File: src/rtl/edsac_mcu_stage_pkg.sv
// Shared control-section definitions: main-control state encoding and the
// sequence control tank width.
package edsac_mcu_stage_pkg;

   localparam int SCT_W = 10;

   typedef enum logic [1:0] {
      ST_STOPPED = 2'd0,
      ST_S1_REQ  = 2'd1,
      ST_S1_INC  = 2'd2,
      ST_S2_EXEC = 2'd3
   } mcu_state_e;

endpackage

File: src/rtl/edsac_mcu_stage.sv
// Main control stage sequencer: alternates order fetch (stage 1) and order
// execution (stage 2) on minor-cycle boundaries, and owns the SCT.
//
// state      | meaning
// -----------+-----------------------------------------------------------
// STOPPED    | idle; waits for the run button
// S1_REQ     | stage 1: order requested from store, waiting for order_ack
// S1_INC     | stage 1: advance sct to the next order address
// S2_EXEC    | stage 2: order executing, waiting for the end pulse
module edsac_mcu_stage
   import edsac_mcu_stage_pkg::*;
(
   input  logic             clk,
   input  logic             rst_n,
   input  logic             mc_tick,
   input  logic             start,
   input  logic             stop_req,
   input  logic             single_step,
   input  logic             order_ack,
   input  logic             ep,
   input  logic             jump,
   input  logic [SCT_W-1:0] jump_addr,
   output logic             running,
   output logic             stage1,
   output logic             stage2,
   output logic             order_req,
   output logic [SCT_W-1:0] sct,
   output logic             err_ep
);

   mcu_state_e       state_q, state_d;
   logic [SCT_W-1:0] sct_d;
   logic             ack_p_q, ack_p_d;
   logic             ep_p_q, ep_p_d;
   logic             jmp_p_q, jmp_p_d;
   logic [SCT_W-1:0] jaddr_p_q, jaddr_p_d;
   logic             err_d;
   logic             jmp_use;
   logic [SCT_W-1:0] jaddr_use;

   // A live end pulse on the exit tick overrides whatever was captured.
   assign jmp_use   = ep ? jump      : jmp_p_q;
   assign jaddr_use = ep ? jump_addr : jaddr_p_q;

   always_comb begin
      state_d   = state_q;
      sct_d     = sct;
      ack_p_d   = ack_p_q;
      ep_p_d    = ep_p_q;
      jmp_p_d   = jmp_p_q;
      jaddr_p_d = jaddr_p_q;
      err_d     = err_ep;

      unique case (state_q)
         ST_STOPPED: begin
            if (start) state_d = ST_S1_REQ;
         end
         ST_S1_REQ: begin
            if (mc_tick && (ack_p_q || order_ack)) begin
               state_d = ST_S1_INC;
               ack_p_d = 1'b0;
            end else if (order_ack) begin
               ack_p_d = 1'b1;
            end
         end
         ST_S1_INC: begin
            if (mc_tick) begin
               sct_d   = sct + SCT_W'(1);
               state_d = ST_S2_EXEC;
            end
         end
         ST_S2_EXEC: begin
            if (mc_tick && (ep_p_q || ep)) begin
               if (jmp_use) sct_d = jaddr_use;
               ep_p_d  = 1'b0;
               jmp_p_d = 1'b0;
               state_d = (stop_req || single_step) ? ST_STOPPED : ST_S1_REQ;
            end else if (ep) begin
               ep_p_d    = 1'b1;
               jmp_p_d   = jump;
               jaddr_p_d = jump_addr;
            end
         end
         default: state_d = ST_STOPPED;
      endcase

      // An out-of-place end pulse is recorded even if start arrives with it.
      if (ep && state_q != ST_S2_EXEC) err_d = 1'b1;
      else if (start)                  err_d = 1'b0;
   end

   always_ff @(posedge clk) begin
      if (!rst_n) begin
         state_q   <= ST_STOPPED;
         sct       <= '0;
         ack_p_q   <= 1'b0;
         ep_p_q    <= 1'b0;
         jmp_p_q   <= 1'b0;
         jaddr_p_q <= '0;
         err_ep    <= 1'b0;
      end else begin
         state_q   <= state_d;
         sct       <= sct_d;
         ack_p_q   <= ack_p_d;
         ep_p_q    <= ep_p_d;
         jmp_p_q   <= jmp_p_d;
         jaddr_p_q <= jaddr_p_d;
         err_ep    <= err_d;
      end
   end

   assign running   = (state_q != ST_STOPPED);
   assign stage1    = (state_q == ST_S1_REQ) || (state_q == ST_S1_INC);
   assign stage2    = (state_q == ST_S2_EXEC);
   assign order_req = (state_q == ST_S1_REQ);

endmodule
File: config.mk
export PLATFORM = sky130hd
export DESIGN_NAME = edsac_mcu_stage
export DESIGN_NICKNAME = d
export VERILOG_FILES = /design/src/rtl/edsac_mcu_stage_pkg.sv /design/src/rtl/edsac_mcu_stage.sv
export SDC_FILE = /design/constraint.sdc
export NUM_CORES = 1
export LEC_CHECK = 0
export ABC_AREA = 1
export BUFFER_PORTS_ARGS = -buffer_cell sky130_fd_sc_hd__buf_2
export CORE_MARGIN = 3
export CORE_UTILIZATION = 57
export CTS_CLUSTER_DIAMETER = 80
export CTS_CLUSTER_SIZE = 25
export DETAILED_ROUTE_END_ITERATION = 10
export GPL_TIMING_DRIVEN = 0
export HOLD_SLACK_MARGIN = 0.03
export MAX_ROUTING_LAYER = met4
export PLACE_DENSITY = 0.89
export RECOVER_POWER = 25
export REMOVE_ABC_BUFFERS = 1
export SETUP_SLACK_MARGIN = 0.05
export SLEW_MARGIN = 10
export SYNTH_ARGS = -nofsm -noshare
export SYNTH_HDL_FRONTEND = slang
export SYNTH_SLANG_ARGS = --single-unit
File: constraint.sdc
create_clock -name clk -period 3.7 [get_ports clk]
set_input_delay 0.555 -clock clk [delete_from_list [all_inputs] [get_ports clk]]
set_output_delay 0.555 -clock clk [all_outputs]
set_load 0.05 [all_outputs]
==> impl_metrics.csv <==
group,metric,value,unit
place,io_buffers,33,
finish,ff_latch_area,520,um^2
setup_path,cp.required,3.14,ns
clocking,clk-insertion-delay-late,0.33,ns
detailed_routing,wl_per_cell,12.0,um
detailed_routing,drt-initial-drc-count,72,
timing,hold_violations,0,
setup_path,regToRegEndpoint,"sct[5]",
finish,multiInputGateArea,836,um^2
detailed_routing,via_per_inst,5.54,
setup_path,arrival,1.80,ns
finish,nets,282,
setup_path,reg2reg_slack,1.50,ns
finish,syn_to_final_growth,10.9,%
floorplan,num_io_pins,34,
synthesis,yosysTopAreaCell,"dfxtp_1",
timing,min_period,2.35,ns
detailed_routing,drcViolationCount,0,
global_routing,grt_pass1_vias,1429,
floorplan,die_area,3290,um^2
synthesis,synthTopCellsByArea,"dfxtp_1 35%, nand2_1 13%, a21oi_1 9.0%",
power,p_leak,0.739,nW
clocking,cts.sinks,26,
place,finalWeightedCongestion,0.783,
clocking,cts_tree,"done",
timing,tns,0,ns
power,p_per_area,546,nW/um^2
setup_path,timing.rr.start,"state_q[0]",
setup_path,start_kind,"register",
synthesis,synth_top_cell_area_share,34.6,%
timing,whs,0.460,ns
clocking,path_clk_slew,0.14,ns
timing,setup_viol,0,
global_routing,grt_usage,22.5,%
setup_path,end_kind,"primary output",
finish,n_antenna_cell,0,
clocking,clockRootBuffer,"clkbuf_4",
timing,rsz0062_at_grt,"false",
timing,period_share,63.6,%
setup_path,critPathKind,"reg2out",
floorplan,die_h,57.4,um
timing,relSlewSlack,51.1,%
detailed_routing,wl,3.40,mm
run_status,status,"finished clean",
timing,timing.fmax,425,MHz
place,hpwlAfterDp,2.47,mm
synthesis,synth_area_per_cell,6.66,um^2
place,dpl-instance-area,1660,um^2
detailed_routing,ant_nets,0,
timing,slew_violations,0,
clocking,clockBufferDepth,2,
floorplan,die_width,57.4,um
timing,skew,0.00815,ns
detailed_routing,num_vias,1569,
synthesis,ys_ff_latch,26,
synthesis,ys_seq_area_share,34.6,%
flow_run,maxCapViolCount,0,
synthesis,yosys_warnings,0,
worst_hold_path,worstHoldStart,"jaddr_p_q[2]",
finish,postLayoutCellArea,1670,um^2
clocking,cts_buffers,3,
worst_hold_path,min_delay_worst_endpoint,"jaddr_p_q[2]",
global_routing,gr-total-overflow,0,
floorplan,rows,17,
clocking,hold_buffers,0,
setup_path,cp_max_fo,19,
synthesis,synthDistinctLibCells,23,
clocking,postCtsResizedCells,0,
detailed_routing,first_pass_iters,4,
global_routing,antenna_found_initial,0,
finish,final_cells,283,
clocking,htreeDepth,1,
global_routing,grt_pass1_wl,5.80,mm
synthesis,synthCells,226,
power,vdd_drop_max,0.000560,V
worst_hold_path,whs_path_depth,2,
worst_hold_path,hold_path.class,"reg2reg",
floorplan,start_util,63.8,%
floorplan,core_area,2360,um^2
synthesis,syn-cell-area,1510,um^2
clocking,cts_setup_buffers,0,
finish,drive_gt1_share,14.9,%
timing,tightest_slew,0.733,ns
global_routing,grt_max_degree,20,
setup_path,reg2regPathDepth,7,
finish,nFillCells,222,
place,placed_cells,280,
power by group:
part | leakage, nW | switching, mW | internal, mW
Clock | 0.0138 | 0.0835 | 0.0383
Combinational | 0.514 | 0.312 | 0.118
Sequential | 0.211 | 0.0360 | 0.323
worst max-delay path by stage:
stage                     from  endpoint  slack, ns
floorplan           state_q[0]    sct[5]       1.52
global placement    state_q[1]    sct[5]       1.56
detailed placement  state_q[0]    sct[5]       1.54
CTS                 state_q[1]    stage2       1.36
global route        state_q[1]    stage2       1.24
finish              state_q[0]    stage2       1.35
placed cells by master, fill, tap and decap left out, drive strengths merged:
cell    synthesis  final
nand2          53     53
o21ai          28     28
nor2           28     28
a21oi          27     27
dfxtp          26     26
inv            26     26
buf             7     24
clkbuf          0     12
nand3          11     11
ha              6      6
a211oi          4      4
nand4           3      3
or2             2      2
nor3            2      2
clkinv          1      1
xnor2           1      1
nand3b          1      1
cell type report:
cell class	count	share of cell area (%)
Clock buffer	3	1.35
Inverter	27	6.07
Multi-Input combinational cell	166	50.1
Sequential cell	26	31.2
Tap cell	28	2.10
Timing Repair Buffer	33	9.22
cell usage after synthesis:
| master | instances |
|---|---|
| nand2_1 | 52 |
| a21oi_1 | 27 |
| dfxtp_1 | 26 |
| nor2_1 | 25 |
| o21ai_0 | 25 |
| inv_1 | 23 |
| nand3_1 | 10 |
| ha_1 | 6 |
| buf_2 | 5 |
| a211oi_1 | 4 |
| inv_2 | 3 |
| nand4_1 | 3 |
| nor2_2 | 3 |
| buf_6 | 2 |
| nor3_1 | 2 |
| o21ai_1 | 2 |
| or2_2 | 2 |
| clkinv_1 | 1 |
| nand2_4 | 1 |
| nand3_4 | 1 |
| nand3b_1 | 1 |
| o21ai_4 | 1 |
| xnor2_1 | 1 |
through the flow:
step / worst slack (ns) / total power [mW] / util [%]
2_1_floorplan: 1.52 / 0.702 / -
3_3_place_gp: 1.56 / 0.789 / 70.2
3_5_place_dp: 1.54 / 0.799 / 70.2
4_1_cts: 1.36 / 0.917 / 71.2
5_1_grt: 1.24 / 0.975 / 70.7
6_report: 1.35 / 0.911 / 70.7
registers in the layout, summed over array words and instances (netlist names):
signal     flops
err_ep         1
sct           10
ep_p_q         1
state_q        2
jmp_p_q        1
jaddr_p_q     10
ack_p_q        1
logic make-up after synthesis:
| logic type | Yosys count | share of synthesized area (%) |
|---|---|---|
| AO/OA/AOI/OAI | 59 | 21.0 |
| XOR/XNOR | 1 | 0.582 |
| buffers and inverters | 34 | 9.89 |
| AND/OR/NAND/NOR | 100 | 28.9 |
| adder cells (fa/ha/maj) | 6 | 4.99 |
| flip-flops | 26 | 34.6 |
per-layer routing:
metal,GRT usage (%),wire length (um)
met1,25.0,1490
met2,39.0,1630
met3,5.20,235
met4,7.62,42
met5,-,0
worst max-delay path: stages, from the launching register on:
cell	delay, ns
dfxtp_1	0.43
ha_1	0.66
buf_2	0.39
Power figures use the tool's default switching activity.
